[config.mk]
export PLATFORM = sky130hd
export DESIGN_NAME = floor_scheduler
export DESIGN_NICKNAME = d
export VERILOG_FILES = /design/src/rtl/elevator_pkg.sv /design/src/rtl/countdown_timer.sv /design/src/rtl/floor_scheduler.sv
export SDC_FILE = /design/constraint.sdc
export NUM_CORES = 1
export LEC_CHECK = 0
export ABC_CLOCK_PERIOD_IN_PS = 7950
export BUFFER_PORTS_ARGS = -buffer_cell sky130_fd_sc_hd__buf_4
export CAP_MARGIN = 40
export CORE_MARGIN = 2
export CORE_UTILIZATION = 55
export DETAILED_ROUTE_END_ITERATION = 16
export PLACE_DENSITY = 0.85
export SYNTH_ARGS = -nofsm -noshare
export SYNTH_HDL_FRONTEND = slang
export SYNTH_HIERARCHICAL = 1
export SYNTH_SLANG_ARGS = --single-unit
[constraint.sdc]
create_clock -name clk -period 7.95 [get_ports clk]
set_clock_uncertainty 0.15 [all_clocks]
set_input_delay 1.59 -clock clk [delete_from_list [all_inputs] [get_ports clk]]
set_output_delay 1.59 -clock clk [all_outputs]
set_load 0.005 [all_outputs]
[src/rtl/elevator_pkg.sv]
// Shared elevator types: controller states and keypad command codes.
package elevator_pkg;

  typedef enum logic [2:0] {
    ST_IDLE,
    ST_MOVE_UP,
    ST_MOVE_DOWN,
    ST_DOOR_OPEN,
    ST_ESTOP
  } state_e;

  localparam logic [3:0] KEY_OPEN  = 4'hA;
  localparam logic [3:0] KEY_CLOSE = 4'hB;
  localparam logic [3:0] KEY_ESTOP = 4'hF;

endpackage

[src/rtl/countdown_timer.sv]
// Loadable down-counter that saturates at zero; shared by travel and door timing.
module countdown_timer #(
  parameter int unsigned WIDTH = 8
) (
  input  logic             i_clk,
  input  logic             i_rst_n,
  input  logic             i_load,
  input  logic [WIDTH-1:0] i_value,
  input  logic             i_enable,
  output logic             o_zero
);

  logic [WIDTH-1:0] r_count;

  always_ff @(posedge i_clk or negedge i_rst_n) begin
    if (!i_rst_n)
      r_count <= '0;
    else if (i_load)
      r_count <= i_value;
    else if (i_enable && (r_count != '0))
      r_count <= r_count - WIDTH'(1);
  end

  assign o_zero = (r_count == '0);

endmodule

[src/rtl/floor_scheduler.sv]
// Single-car elevator scheduler: keypad calls, travel/door sequencing and emergency stop.
module floor_scheduler
  import elevator_pkg::*;
#(
  parameter int unsigned FLOORS      = 10,
  parameter int unsigned FLOOR_TICKS = 64,
  parameter int unsigned DOOR_TICKS  = 256
) (
  input  logic              clk,
  input  logic              rst,
  input  logic [3:0]        key_code,
  input  logic              key_valid,
  output logic [3:0]        current_floor,
  output logic [FLOORS-1:0] pending,
  output logic              motor_up,
  output logic              motor_down,
  output logic              door_open,
  output logic              dir_up,
  output logic              estop
);

  localparam int unsigned TMAX = (FLOOR_TICKS > DOOR_TICKS) ? FLOOR_TICKS : DOOR_TICKS;
  localparam int unsigned TW   = (TMAX < 2) ? 1 : $clog2(TMAX);
  localparam logic [TW-1:0] FLOOR_LOAD = TW'(FLOOR_TICKS - 1);
  localparam logic [TW-1:0] DOOR_LOAD  = TW'(DOOR_TICKS - 1);

  state_e            r_state, w_state_nxt;
  logic [3:0]        r_floor, w_floor_nxt;
  logic [FLOORS-1:0] r_pending, w_pend_nxt, w_call_mask;
  logic              r_dir_up, w_dir_nxt;
  logic              r_key_prev;
  logic              w_evt, w_is_call, w_here, w_above, w_below;
  logic              w_load, w_en, w_zero;
  logic [TW-1:0]     w_load_val;

  countdown_timer #(.WIDTH(TW)) u_timer (
    .i_clk    (clk),
    .i_rst_n  (rst),
    .i_load   (w_load),
    .i_value  (w_load_val),
    .i_enable (w_en),
    .o_zero   (w_zero)
  );

  assign w_evt       = key_valid & ~r_key_prev;
  assign w_is_call   = w_evt && ({28'd0, key_code} < FLOORS);
  assign w_here      = (key_code == r_floor);
  assign w_call_mask = w_is_call ? (FLOORS'(1) << key_code) : '0;

  always_comb begin
    w_above = 1'b0;
    w_below = 1'b0;
    for (int unsigned i = 0; i < FLOORS; i++) begin
      if (r_pending[i] && (i > 32'(r_floor))) w_above = 1'b1;
      if (r_pending[i] && (i < 32'(r_floor))) w_below = 1'b1;
    end
  end

  always_ff @(posedge clk or negedge rst) begin
    if (!rst) begin
      r_state    <= ST_IDLE;
      r_floor    <= '0;
      r_pending  <= '0;
      r_dir_up   <= 1'b1;
      r_key_prev <= 1'b0;
    end else begin
      r_state    <= w_state_nxt;
      r_floor    <= w_floor_nxt;
      r_pending  <= w_pend_nxt;
      r_dir_up   <= w_dir_nxt;
      r_key_prev <= key_valid;
    end
  end

  always_comb begin
    w_state_nxt = r_state;
    w_floor_nxt = r_floor;
    w_pend_nxt  = r_pending;
    w_dir_nxt   = r_dir_up;
    w_load      = 1'b0;
    w_load_val  = '0;
    w_en        = 1'b0;
    if (r_state == ST_ESTOP) begin
      if (w_evt && (key_code == KEY_ESTOP)) w_state_nxt = ST_IDLE;
    end else if (w_evt && (key_code == KEY_ESTOP)) begin
      w_state_nxt = ST_ESTOP;
      w_pend_nxt  = '0;
      w_load      = 1'b1;
    end else begin
      if (w_is_call && !w_here) w_pend_nxt = r_pending | w_call_mask;
      case (r_state)
        ST_IDLE: begin
          if (w_is_call && w_here) begin
            w_state_nxt = ST_DOOR_OPEN;
            w_load      = 1'b1;
            w_load_val  = DOOR_LOAD;
          end else if (r_pending != '0) begin
            w_load     = 1'b1;
            w_load_val = FLOOR_LOAD;
            if (r_dir_up && w_above) begin
              w_state_nxt = ST_MOVE_UP;
            end else if (w_below) begin
              w_state_nxt = ST_MOVE_DOWN;
              w_dir_nxt   = 1'b0;
            end else begin
              w_state_nxt = ST_MOVE_UP;
              w_dir_nxt   = 1'b1;
            end
          end
        end
        ST_DOOR_OPEN: begin
          if ((w_is_call && w_here) || (w_evt && (key_code == KEY_OPEN))) begin
            w_load     = 1'b1;
            w_load_val = DOOR_LOAD;
          end else if ((w_evt && (key_code == KEY_CLOSE)) || w_zero) begin
            w_state_nxt = ST_IDLE;
          end else begin
            w_en = 1'b1;
          end
        end
        ST_MOVE_UP, ST_MOVE_DOWN: begin
          if (w_zero) begin
            if (r_state == ST_MOVE_UP)
              w_floor_nxt = (r_floor < 4'(FLOORS - 1)) ? r_floor + 4'd1 : r_floor;
            else
              w_floor_nxt = (r_floor != 4'd0) ? r_floor - 4'd1 : r_floor;
            w_load = 1'b1;
            // A call landing on the arrival floor this cycle is absorbed by the stop.
            if ((w_pend_nxt & (FLOORS'(1) << w_floor_nxt)) != '0) begin
              w_pend_nxt  = w_pend_nxt & ~(FLOORS'(1) << w_floor_nxt);
              w_state_nxt = ST_DOOR_OPEN;
              w_load_val  = DOOR_LOAD;
            end else begin
              w_load_val  = FLOOR_LOAD;
            end
          end else begin
            w_en = 1'b1;
          end
        end
        default: ;
      endcase
    end
  end

  assign current_floor = r_floor;
  assign pending       = r_pending;
  assign dir_up        = r_dir_up;
  assign motor_up      = (r_state == ST_MOVE_UP);
  assign motor_down    = (r_state == ST_MOVE_DOWN);
  assign door_open     = (r_state == ST_DOOR_OPEN);
  assign estop         = (r_state == ST_ESTOP);

endmodule

After elaboration in Yosys (flattened, before gate mapping)
Cells that the tools add are included.

word-level totals
  output and inout port bits = 19
  input bits = 7
  register bits after elaboration = 27
  logic and storage cells = 168

operators by class
  multiplexer cells = 70
  shifts and indexed selects = 2
  eq/ne operators = 14
  reduce and logical (&&, ||, !) cells = 42
  bitwise gates (word level) = 10
  add/subtract/negate cells = 3
  order comparisons = 21

operators with widths
  operator                                                   count
  two-way mux 10 bit                                         8
  two-way mux 8 bit                                          8
  two-way mux 1 bit                                          31
  two-way mux 4 bit                                          7
  logical AND 1 bit                                          27
  two-way mux 3 bit                                          9
  case mux 8 bit (3 select lines)                            1
  AND 10 bit                                                 2
  nonzero test 10 bit                                        2
  left shift 1 x 4 -> 10 bit, first input constant           2
  > comparator 3 x 4 -> 1 bit, first input constant          4
  less-than comparator 3 x 4 -> 1 bit, first input constant  4
  equality test 4 bit, second input constant                 3
  NOT 10 bit                                                 1
  bitwise OR 10 bit                                          1
  != test 3 bit, second input constant                       3
  case mux 3 bit (3 select lines)                            1
  > comparator 2 x 4 -> 1 bit, first input constant          2
  > comparator 4 bit, first input constant                   2
  logical NOT 8 bit                                          1
  less-than comparator 1 x 4 -> 1 bit, first input constant  2
  less-than comparator 2 x 4 -> 1 bit, first input constant  2
  less-than comparator 4 bit, first input constant           2
  less-than comparator 4 bit, second input constant          2
  27 further kinds                                           35

Depth between registers and ports, before layout
Gate-level depths: netlist of run 1.

  word-level depth = 19
  gate-level depth with buffers = 16
  mapped depth without buffers = 12

By module
The synthesis of run 1 kept the hierarchy.

by module, submodules not included
  module           area an instance (um^2)  cells an instance  times used
  floor_scheduler  2167.1                   291                1
  countdown_timer  528.0                    58                 1

Worst setup path after synthesis of run 1
Ideal clock, no wire load.

  kind = input -> register
  from = input port key_code[2]
  to = register u_timer.r_count[7]
  setup time = 126 ps
  data arrival time = 3797 ps
  cell stages on the path = 10
  slack = 3877 ps
  path through = clkbuf_1 > xnor2_1 > nand4_1 > clkbuf_1 > or2_2 > a32oi_1 > nor2_1 > or3b_1 > o311a_1 > a221o_1

RTL lines
  item                                                                      line                                            source
  start, declared                                                           floor_scheduler.sv:11                           input logic [3:0] key_code,
  less-than comparator 4 bit / equality test 4 bit (equally long branches)  floor_scheduler.sv:46, floor_scheduler.sv:115
  logical AND 1 bit (on tied branches)                                      floor_scheduler.sv:46, floor_scheduler.sv:115
  logical AND 1 bit / logical OR 1 bit (equally long branches)              floor_scheduler.sv:112, floor_scheduler.sv:115
  logical OR 1 bit / two-way mux 1 bit (equally long branches)              floor_scheduler.sv:112, floor_scheduler.sv:115
  two-way mux 1 bit                                                         floor_scheduler.sv:112                          if ((w_is_call && w_here) || (w_evt && (key_code == KEY_OPEN))) begin
  case mux 1 bit (2 select lines)                                           floor_scheduler.sv:91                           case (r_state)
  two-way mux 1 bit *                                                       floor_scheduler.sv:85                           end else if (w_evt && (key_code == KEY_ESTOP)) begin
  two-way mux 1 bit *                                                       floor_scheduler.sv:83                           if (r_state == ST_ESTOP) begin
  named net w_en                                                            floor_scheduler.sv:33                           logic w_load, w_en, w_zero;
  logical AND 1 bit *                                                       countdown_timer.sv:20                           else if (i_enable && (r_count != '0))
  nonzero test 2 bit (no source line) *                                     -
  end signal, assigned                                                      countdown_timer.sv:19                           r_count <= i_value;
  end signal, assigned                                                      countdown_timer.sv:21                           r_count <= r_count - WIDTH'(1);
  end, declared                                                             countdown_timer.sv:13                           logic [WIDTH-1:0] r_count;

Mark *: on every way through the listed nets, which the timed path passes. The rest lies on a longest branch. The select of a mux whose other input is x is not followed.
A chain may end at the register's enable or synchronous reset.

Worst setup path in the final report of run 1
  from = input port key_code[3]
  to = register u_timer.r_count[7]

RTL lines
  item                                                            line                                           source
  less-than comparator 4 bit                                      floor_scheduler.sv:46                          assign w_is_call = w_evt && ({28'd0, key_code} < FLOORS);
  logical AND 1 bit                                               floor_scheduler.sv:46
  logical AND 1 bit                                               floor_scheduler.sv:93, floor_scheduler.sv:112
  logical OR 1 bit                                                floor_scheduler.sv:112
  two-way mux 1 bit                                               floor_scheduler.sv:112
  case mux 1 bit (3 select lines)                                 floor_scheduler.sv:91
  two-way mux 1 bit *                                             floor_scheduler.sv:85
  two-way mux 1 bit *                                             floor_scheduler.sv:83
  named net w_load                                                floor_scheduler.sv:33
  two-way mux 8 bit / nonzero test 2 bit (equally long branches)  -

Marks and branches as above.

==> metrics.txt, run 1 <==
# TYPE chip_impl_metric gauge
chip_impl_metric{name="stdcell_count",unit=""} 423
chip_impl_metric{name="htree_num_levels",unit=""} 1
chip_impl_metric{name="yosysWarningCount",unit=""} 6
chip_impl_info{name="status",value="finished, final reports clean"} 1
chip_impl_metric{name="synthesis.area",unit="mm2"} 0.00270
chip_impl_metric{name="cts.sinks",unit=""} 27
chip_impl_info{name="worst_path_max_delay_cell",value="sky130_fd_sc_hd__nand4_1"} 1
chip_impl_metric{name="num-nets-final",unit=""} 370
chip_impl_metric{name="layout_worst_path_cycle_share",unit=""} 0.561
chip_impl_info{name="netlist.top_cell.by_area",value="sky130_fd_sc_hd__dfrtp_1"} 1
chip_impl_info{name="clock_tree.root_cell",value="sky130_fd_sc_hd__clkbuf_8"} 1
chip_impl_metric{name="insertedDiodeCount",unit=""} 0
chip_impl_metric{name="grt_pass1_vias",unit=""} 2609
chip_impl_metric{name="whs_path_depth",unit=""} 2
chip_impl_metric{name="vias_per_cell",unit=""} 6.88
chip_impl_metric{name="ioPinCount",unit=""} 26
chip_impl_info{name="ys.flop_type",value="sky130_fd_sc_hd__dfrtp_1"} 1
chip_impl_metric{name="fp.dieArea",unit="mm2"} 0.00548
chip_impl_metric{name="synthDistinctLibCells",unit=""} 72
chip_impl_metric{name="fp.dieW",unit="um"} 74
chip_impl_metric{name="number_of_standard_cells_after_synthesis",unit=""} 349
chip_impl_metric{name="num_vias",unit=""} 2910
chip_impl_metric{name="reg2reg_depth",unit=""} 11
chip_impl_metric{name="wire_length_of_the_first_global_routing_pass",unit="um"} 12600
chip_impl_metric{name="synthesis.nets",unit=""} 362
chip_impl_metric{name="timing.final.crit_period",unit="ns"} 4.46
chip_impl_metric{name="dp_hpwl",unit="um"} 5660
chip_impl_metric{name="rrSetupSlack",unit="ns"} 3.92
chip_impl_metric{name="synth-async-reset-ratio",unit=""} 1.00
chip_impl_metric{name="cts_setup_buffers",unit=""} 0
chip_impl_metric{name="antenna_violations_before_repair",unit=""} 0
chip_impl_metric{name="place.detailed.instances",unit=""} 419
chip_impl_metric{name="postSynthRegisterBits",unit=""} 27
chip_impl_metric{name="cts_resized",unit=""} 0
chip_impl_metric{name="initial_utilization",unit=""} 0.571
chip_impl_metric{name="post_dp_cell_area",unit="mm2"} 0.00286
chip_impl_metric{name="largest_net_degree_at_the_start_of_global_routing",unit=""} 28
chip_impl_metric{name="grtUsageTotal",unit=""} 0.295
chip_impl_metric{name="drive_above_1_share",unit=""} 0.149
chip_impl_metric{name="syn_avg_cell_area",unit="um2"} 7.72
chip_impl_info{name="criticalPathCategory",value="input port to register"} 1
chip_impl_metric{name="report.final.setup_viol",unit=""} 0
chip_impl_metric{name="portBuffers",unit=""} 25
chip_impl_info{name="grt_setup_unrepaired",value="false"} 1
chip_impl_metric{name="netlist.area_leader.share",unit=""} 0.241
chip_impl_metric{name="die_y",unit="um"} 74
chip_impl_metric{name="fin_area",unit="mm2"} 0.00291
chip_impl_metric{name="timing.critical_path.required",unit="ns"} 7.97
chip_impl_info{name="whs_endpoint",value="dir_up"} 1
chip_impl_metric{name="drv.max_cap_violation_count",unit=""} 0
chip_impl_metric{name="core_area",unit="mm2"} 0.00472
chip_impl_info{name="cp_common_cell",value="sky130_fd_sc_hd__nand3_1"} 1
chip_impl_metric{name="cts-buffers-inserted",unit=""} 3
chip_impl_metric{name="clkSlewWorstSetupHoldPaths",unit="ns"} 0.10
chip_impl_metric{name="rel_slew_slack",unit=""} 0.434
chip_impl_metric{name="totalNegativeSetupSlack",unit="ns"} 0
chip_impl_info{name="end_kind",value="register"} 1
chip_impl_metric{name="drt_pre_antenna_iters",unit=""} 5
chip_impl_info{name="worstReg2RegStart",value="current_floor[0]"} 1
chip_impl_info{name="cts_tree",value="built"} 1
chip_impl_metric{name="final_hold_viols",unit=""} 0
chip_impl_info{name="startpoint_type",value="input port"} 1
chip_impl_metric{name="clockBufferDepth",unit=""} 2
chip_impl_metric{name="cellLeakagePower",unit="nW"} 1.15
chip_impl_metric{name="synthToLayoutAreaGrowth",unit="%"} 8.08
chip_impl_metric{name="drt-wirelength-per-cell",unit="um"} 18.5
chip_impl_info{name="crit_chain",value="buf_4 -> xnor2_1 -> nand4_1 -> o21ai_0 -> nand3_1 -> a21oi_1 -> inv_1 -> nand3_1 -> clkinv_1 -> o311a_1 -> a221o_1"} 1
chip_impl_metric{name="number_of_cell_rows",unit=""} 25
chip_impl_metric{name="hold_buffers",unit=""} 0
chip_impl_metric{name="timing.fmax",unit="MHz"} 224
chip_impl_metric{name="synth-edff-count",unit=""} 0
chip_impl_info{name="hold_path_startpoint",value="dir_up"} 1
chip_impl_info{name="critical_path.top_delay_family",value="compound AO/OA/AOI/OAI gates"} 1
chip_impl_metric{name="tightestPinTransition",unit="ns"} 0.847
chip_impl_metric{name="whs",unit="ns"} 0.388
chip_impl_metric{name="power_density",unit="mW/mm2"} 404
chip_impl_metric{name="cp_max_fo",unit=""} 15
chip_impl_metric{name="clock_latency",unit="ns"} 0.28
chip_impl_metric{name="critical_path.n_buffers_inverters",unit=""} 3
chip_impl_info{name="worst_r2r_endpoint",value="u_timer/r_count[7]"} 1
chip_impl_metric{name="worst_ir_drop_vdd",unit="uV"} 186
chip_impl_metric{name="postRouteWirelength",unit="um"} 7810
chip_impl_info{name="top_cells_by_area_in_the_synthesized_netlist",value="sky130_fd_sc_hd__dfrtp_1 24%, sky130_fd_sc_hd__a21oi_1 4.5%, sky130_fd_sc_hd__o21ai_0 4.3%, sky130_fd_sc_hd__nor2_1 3.8%, sky130_fd_sc_hd__nand2_1 3.6%"} 1
chip_impl_metric{name="seq_area_frac_synth",unit=""} 0.251
chip_impl_metric{name="grt-ovfl-total",unit=""} 0
chip_impl_metric{name="slew_viol_final",unit=""} 0
chip_impl_info{name="hold_path.class",value="register to register"} 1
chip_impl_metric{name="drc",unit=""} 0
chip_impl_metric{name="antenna_left",unit=""} 0
chip_impl_metric{name="drt_first_iter_violations",unit=""} 232
chip_impl_metric{name="gp_congestion",unit=""} 0.983
chip_impl_metric{name="largest_stage_delay_on_the_critical_path",unit="ns"} 0.48
chip_impl_metric{name="fin_util",unit=""} 0.617
chip_impl_metric{name="worstPathArrival",unit="ns"} 4.48
[how the worst max path moves through the flow]
stage	start	slack, ns	cells after the start	end
floorplan	key_code[2]	3.88	10	u_timer/r_count[7]
global placement	key_code[3]	3.47	11	u_timer/r_count[7]
detailed placement	key_code[3]	3.31	11	u_timer/r_count[7]
CTS	key_code[3]	3.60	11	u_timer/r_count[7]
global route	key_code[3]	3.15	11	u_timer/r_count[7]
finish	key_code[3]	3.49	11	u_timer/r_count[7]
[through the flow]
stage,setup slack (ns),power [mW]
2_1_floorplan,3.88,0.888
3_3_place_gp,3.47,1.04
3_5_place_dp,3.31,1.06
4_1_cts,3.60,1.15
5_1_grt,3.15,1.26
6_report,3.49,1.18
[sequential cells by signal (all words and copies together), names as in the netlist]
signal and count:
r_key_prev 1, dir_up 1, pending 10, u_timer/r_count 8, current_floor 4, r_state 3
[cell usage in the layout (no fill, tap or decap), types with 4 or more instances in the layout]
master                      n
sky130_fd_sc_hd__a221oi_1   5
sky130_fd_sc_hd__ha_1       6
sky130_fd_sc_hd__o211ai_1   4
sky130_fd_sc_hd__a21oi_1   24
sky130_fd_sc_hd__xnor2_1    5
sky130_fd_sc_hd__o31ai_1    5
sky130_fd_sc_hd__inv_1     13
sky130_fd_sc_hd__a211o_1    4
sky130_fd_sc_hd__buf_4     25
sky130_fd_sc_hd__nand4_1    6
sky130_fd_sc_hd__mux2i_1    5
sky130_fd_sc_hd__a32oi_1    4
sky130_fd_sc_hd__nand3_1   13
sky130_fd_sc_hd__nor2_1    27
sky130_fd_sc_hd__a41oi_1    6
sky130_fd_sc_hd__dfrtp_1   26
sky130_fd_sc_hd__nor3_1    13
sky130_fd_sc_hd__o21ai_0   23
sky130_fd_sc_hd__o22ai_1    4
sky130_fd_sc_hd__a31oi_1    8
sky130_fd_sc_hd__or2_2      5
sky130_fd_sc_hd__nand2b_1   7
sky130_fd_sc_hd__nor2b_1   12
sky130_fd_sc_hd__nand2_1   26
sky130_fd_sc_hd__and2_1     7
sky130_fd_sc_hd__nor3b_1    5
[kinds of logic after synthesis]
group | Yosys count | share of synthesized area
AND/OR/NAND/NOR | 143 | 0.290
AO/OA/AOI/OAI | 123 | 0.329
buffers and inverters | 39 | 0.0636
flip-flops | 27 | 0.251
multiplexers | 6 | 0.0227
adder cells (fa/ha/maj) | 6 | 0.0279
XOR/XNOR | 5 | 0.0162
[routing by layer]
metal	global-route usage	up-vias	part of all wire
met4	0.119	0	0.034
met3	0.0407	31	0.082
met2	0.455	157	0.45
li1	-	1346	-
met5	0	-	0
met1	0.417	1376	0.43
[cell usage after synthesis (all sizes together), types with 2 or more instances]
cell	instances
a211o	5
a211oi	4
a21o	2
a21oi	24
a221o	2
a221oi	6
a22oi	2
a31o	3
a31oi	8
a32oi	4
a41oi	6
and2	7
and3	3
buf	7
clkbuf	15
clkinv	3
dfrtp	26
ha	6
inv	14
mux2i	5
nand2	26
nand2b	7
nand3	13
nand4	6
nor2	28
nor2b	12
nor3	13
nor3b	5
nor4	3
nor4b	2
o211a	2
o211ai	4
o21a	3
o21ai	23
o221ai	2
o22ai	4
o31ai	6
o32ai	3
o41ai	2
or2	5
or3b	3
or4	3
xnor2	5
[tightest hold or removal path: cells and delay by family, from the launching register on]
| family | cells | cell delay, ns |
|---|---|---|
| AO/OA/AOI/OAI | 1 | 0.08 |
| flip-flops | 1 | 0.40 |
| AND/OR/NAND/NOR | 1 | 0.06 |
[power breakdown]
group	internal, mW	leakage (nW)	switching, mW	total (mW)
clock	0.0356	0.0217	0.0461	0.0817
sequential	0.188	0.324	0.112	0.300
combinational	0.322	0.801	0.473	0.794
[layout make-up]
type	count	area [um2]
Timing Repair Buffer	25	188
Clock buffer	3	41.3
Inverter	17	68.8
Sequential cell	27	677
Multi-Input combinational cell	283	1850
Tap cell	67	83.8
Fill cell	421	1810
Clock inverter	1	7.51
No activity file was read; power rests on OpenSTA's default activity.
==> run 2, diff against run 1 <==
- ABC_CLOCK_PERIOD_IN_PS: 7950 -> 3700
- CORE_UTILIZATION: 55 -> 54
- PLACE_DENSITY: 0.85 -> 0.87
- clock period: 7.95 -> 3.7 ns (I/O delays scaled with it)
==> run 2 against run 1 <==
  * Sequential share of layout area down 0.70 points
  * Count of clock-buffer cells in the layout unchanged
  * Global-route usage up 0.59 points
  * Die area up 1.8%
  * Final cell count up 2.8%
  * Design area up 3.1%
  * Critical endpoint is now pending[0]
  * Largest cell class unchanged
==> metrics.txt, run 2 (synthesized netlist as in run 1, its figures left out) <==
# TYPE chip_impl_metric gauge
chip_impl_info{name="status",value="finished, final reports clean"} 1
chip_impl_metric{name="insertedDiodeCount",unit=""} 0
chip_impl_info{name="end_kind",value="register"} 1
chip_impl_metric{name="ioPinCount",unit=""} 26
chip_impl_info{name="grt_setup_unrepaired",value="false"} 1
chip_impl_metric{name="timing.critical_path.required",unit="ns"} 3.70
chip_impl_metric{name="worst_ir_drop_vdd",unit="uV"} 436
chip_impl_metric{name="power_density",unit="mW/mm2"} 874
chip_impl_metric{name="final_hold_viols",unit=""} 0
chip_impl_info{name="clock_tree.root_cell",value="sky130_fd_sc_hd__clkbuf_8"} 1
chip_impl_metric{name="drc",unit=""} 0
chip_impl_metric{name="slew_viol_final",unit=""} 0
chip_impl_metric{name="totalNegativeSetupSlack",unit="ns"} 0
chip_impl_metric{name="cts.sinks",unit=""} 27
chip_impl_metric{name="cellLeakagePower",unit="nW"} 1.21
chip_impl_info{name="cts_tree",value="built"} 1
chip_impl_metric{name="largest_register_ffs",unit=""} 10
chip_impl_metric{name="tightestPinTransition",unit="ns"} 0.622
chip_impl_metric{name="met1_usage",unit=""} 0.442
chip_impl_metric{name="grtUsageTotal",unit=""} 0.300
chip_impl_metric{name="post_dp_cell_area",unit="mm2"} 0.00295
chip_impl_metric{name="portBuffers",unit=""} 25
chip_impl_metric{name="timing.fmax",unit="MHz"} 285
chip_impl_metric{name="largest_net_degree_at_the_start_of_global_routing",unit=""} 28
chip_impl_metric{name="met3_usage",unit=""} 0.0482
chip_impl_metric{name="fp.dieArea",unit="mm2"} 0.00557
chip_impl_info{name="startpoint_type",value="register"} 1
chip_impl_metric{name="num_vias",unit=""} 3051
chip_impl_info{name="grt-busiest-layer",value="met1"} 1
chip_impl_info{name="most-common-layout-cells",value="37 x sky130_fd_sc_hd__buf_4, 27 x sky130_fd_sc_hd__nor2_1, 26 x sky130_fd_sc_hd__nand2_1, 26 x sky130_fd_sc_hd__dfrtp_1, 24 x sky130_fd_sc_hd__a21oi_1"} 1
chip_impl_metric{name="wire_length_of_the_first_global_routing_pass",unit="um"} 13200
chip_impl_metric{name="worstPathArrival",unit="ns"} 3.50
chip_impl_metric{name="report.final.setup_viol",unit=""} 0
chip_impl_info{name="cp_common_cell",value="sky130_fd_sc_hd__mux2i_1"} 1
chip_impl_metric{name="fin_util",unit=""} 0.632
chip_impl_metric{name="hold_buffers",unit=""} 0
chip_impl_metric{name="dp_hpwl",unit="um"} 5710
chip_impl_metric{name="clockBufferDepth",unit=""} 2
chip_impl_metric{name="num-nets-final",unit=""} 382
chip_impl_metric{name="cts_resized",unit=""} 0
chip_impl_metric{name="cts-buffers-inserted",unit=""} 3
chip_impl_metric{name="antenna_left",unit=""} 0
chip_impl_metric{name="drt-wirelength-per-cell",unit="um"} 18.1
chip_impl_metric{name="die_y",unit="um"} 74.6
chip_impl_metric{name="drt_first_iter_violations",unit=""} 415
chip_impl_metric{name="timing.final.crit_period",unit="ns"} 3.50
chip_impl_metric{name="number_of_cell_rows",unit=""} 25
chip_impl_info{name="hold_path.class",value="input port to async pin"} 1
chip_impl_info{name="crit_chain",value="or3b_4 -> clkinv_4 -> mux2i_1 -> a221oi_4 -> mux2i_1 -> a32oi_1 -> o211a_1 -> buf_4 -> nor4_2 -> o21ai_0"} 1
chip_impl_metric{name="fin_area",unit="mm2"} 0.00300
chip_impl_metric{name="core_area",unit="mm2"} 0.00475
chip_impl_metric{name="rel_slew_slack",unit=""} 0.581
chip_impl_info{name="worst_path_max_delay_cell",value="sky130_fd_sc_hd__a221oi_4"} 1
chip_impl_metric{name="cp_max_fo",unit=""} 16
chip_impl_info{name="layout_commonest_cell",value="sky130_fd_sc_hd__buf_4"} 1
chip_impl_metric{name="drv.max_cap_violation_count",unit=""} 0
chip_impl_metric{name="initial_utilization",unit=""} 0.567
chip_impl_metric{name="global_route.usage.met2",unit=""} 0.441
chip_impl_metric{name="layout_worst_path_cycle_share",unit=""} 0.947
chip_impl_info{name="criticalPathCategory",value="register to register"} 1
chip_impl_metric{name="gp_congestion",unit=""} 0.959
chip_impl_metric{name="vias_per_cell",unit=""} 7.01
chip_impl_metric{name="clock_latency",unit="ns"} 0.28
chip_impl_metric{name="clkSlewWorstSetupHoldPaths",unit="ns"} 0.10
chip_impl_metric{name="htree_num_levels",unit=""} 1
chip_impl_metric{name="grt_pass1_vias",unit=""} 2696
chip_impl_metric{name="grt-ovfl-total",unit=""} 0
chip_impl_metric{name="synthToLayoutAreaGrowth",unit="%"} 11.4
chip_impl_metric{name="total_power",unit="mW"} 2.62
chip_impl_metric{name="drt_pre_antenna_iters",unit=""} 6
chip_impl_metric{name="largest_stage_delay_on_the_critical_path",unit="ns"} 0.53
chip_impl_metric{name="antenna_violations_before_repair",unit=""} 0
chip_impl_metric{name="cts_setup_buffers",unit=""} 0
chip_impl_metric{name="drive_above_1_share",unit=""} 0.177
chip_impl_metric{name="fp.dieW",unit="um"} 74.6
chip_impl_metric{name="postRouteWirelength",unit="um"} 7870
-- run 2: cell count changes in the layout (fill, tap and decap cells not counted), sizes merged --
cell,delta
buf,+12
-- run 2: stage by stage --
stage | hold WS, ns | cells | setup slack, ns
6_report | 0.211 | 435 | 0.196
2_1_floorplan | 0.294 | 349 | 0.257
3_3_place_gp | 0.359 | 431 | 0.484
4_1_cts | 0.218 | 435 | 0.329
3_5_place_dp | 0.366 | 431 | 0.381
5_1_grt | 0.237 | 435 | 0.0365
-- run 2: area by class of cell --
| type | instances | area, um2 |
|---|---|---|
| inverter | 17 | 68.8 |
| timing repair buffer | 37 | 278 |
| clock inverter | 1 | 7.51 |
| sequential | 27 | 677 |
| fill | 400 | 1750 |
| tap | 67 | 83.8 |
| multi-input combinational | 283 | 1850 |
| clock buffer | 3 | 41.3 |
-- run 2: routing by layer --
layer  part of all wire  wire (um)
met2               0.44       3460
met3               0.12        945
met1               0.41       3200
met4              0.035        276
met5                  0          0
-- run 2: worst max-delay path: cells and delay by family (launching register included) --
kind                   cells  cell delay, ns
AOI/OAI and AO/OA          4            1.06
and+or+nand+nor            2            0.91
DFF                        1            0.49
muxes                      2            0.41
buffers and inverters      2            0.34
-- run 2: final timing paths --
path | from | depth (start not counted) | slack, ns | endpoint
max | r_state[1] | 10 | 0.20 | pending[0]
min | rst | 1 | 0.21 | r_key_prev
max reg2reg | r_state[1] | 10 | 0.20 | pending[0]
max in group asynchronous | rst | 1 | 2.88 | dir_up
min in group clk | dir_up | 2 | 0.38 | dir_up
min reg2reg | dir_up | 2 | 0.38 | dir_up
-- run 2: report_power, final --
part | total, mW | switching, mW | leakage [nW] | internal (mW)
combinational | 1.85 | 1.09 | 0.861 | 0.761
clock | 0.181 | 0.104 | 0.0217 | 0.0767
sequential | 0.592 | 0.187 | 0.324 | 0.405
total | 2.62 | 1.38 | 1.21 | 1.24
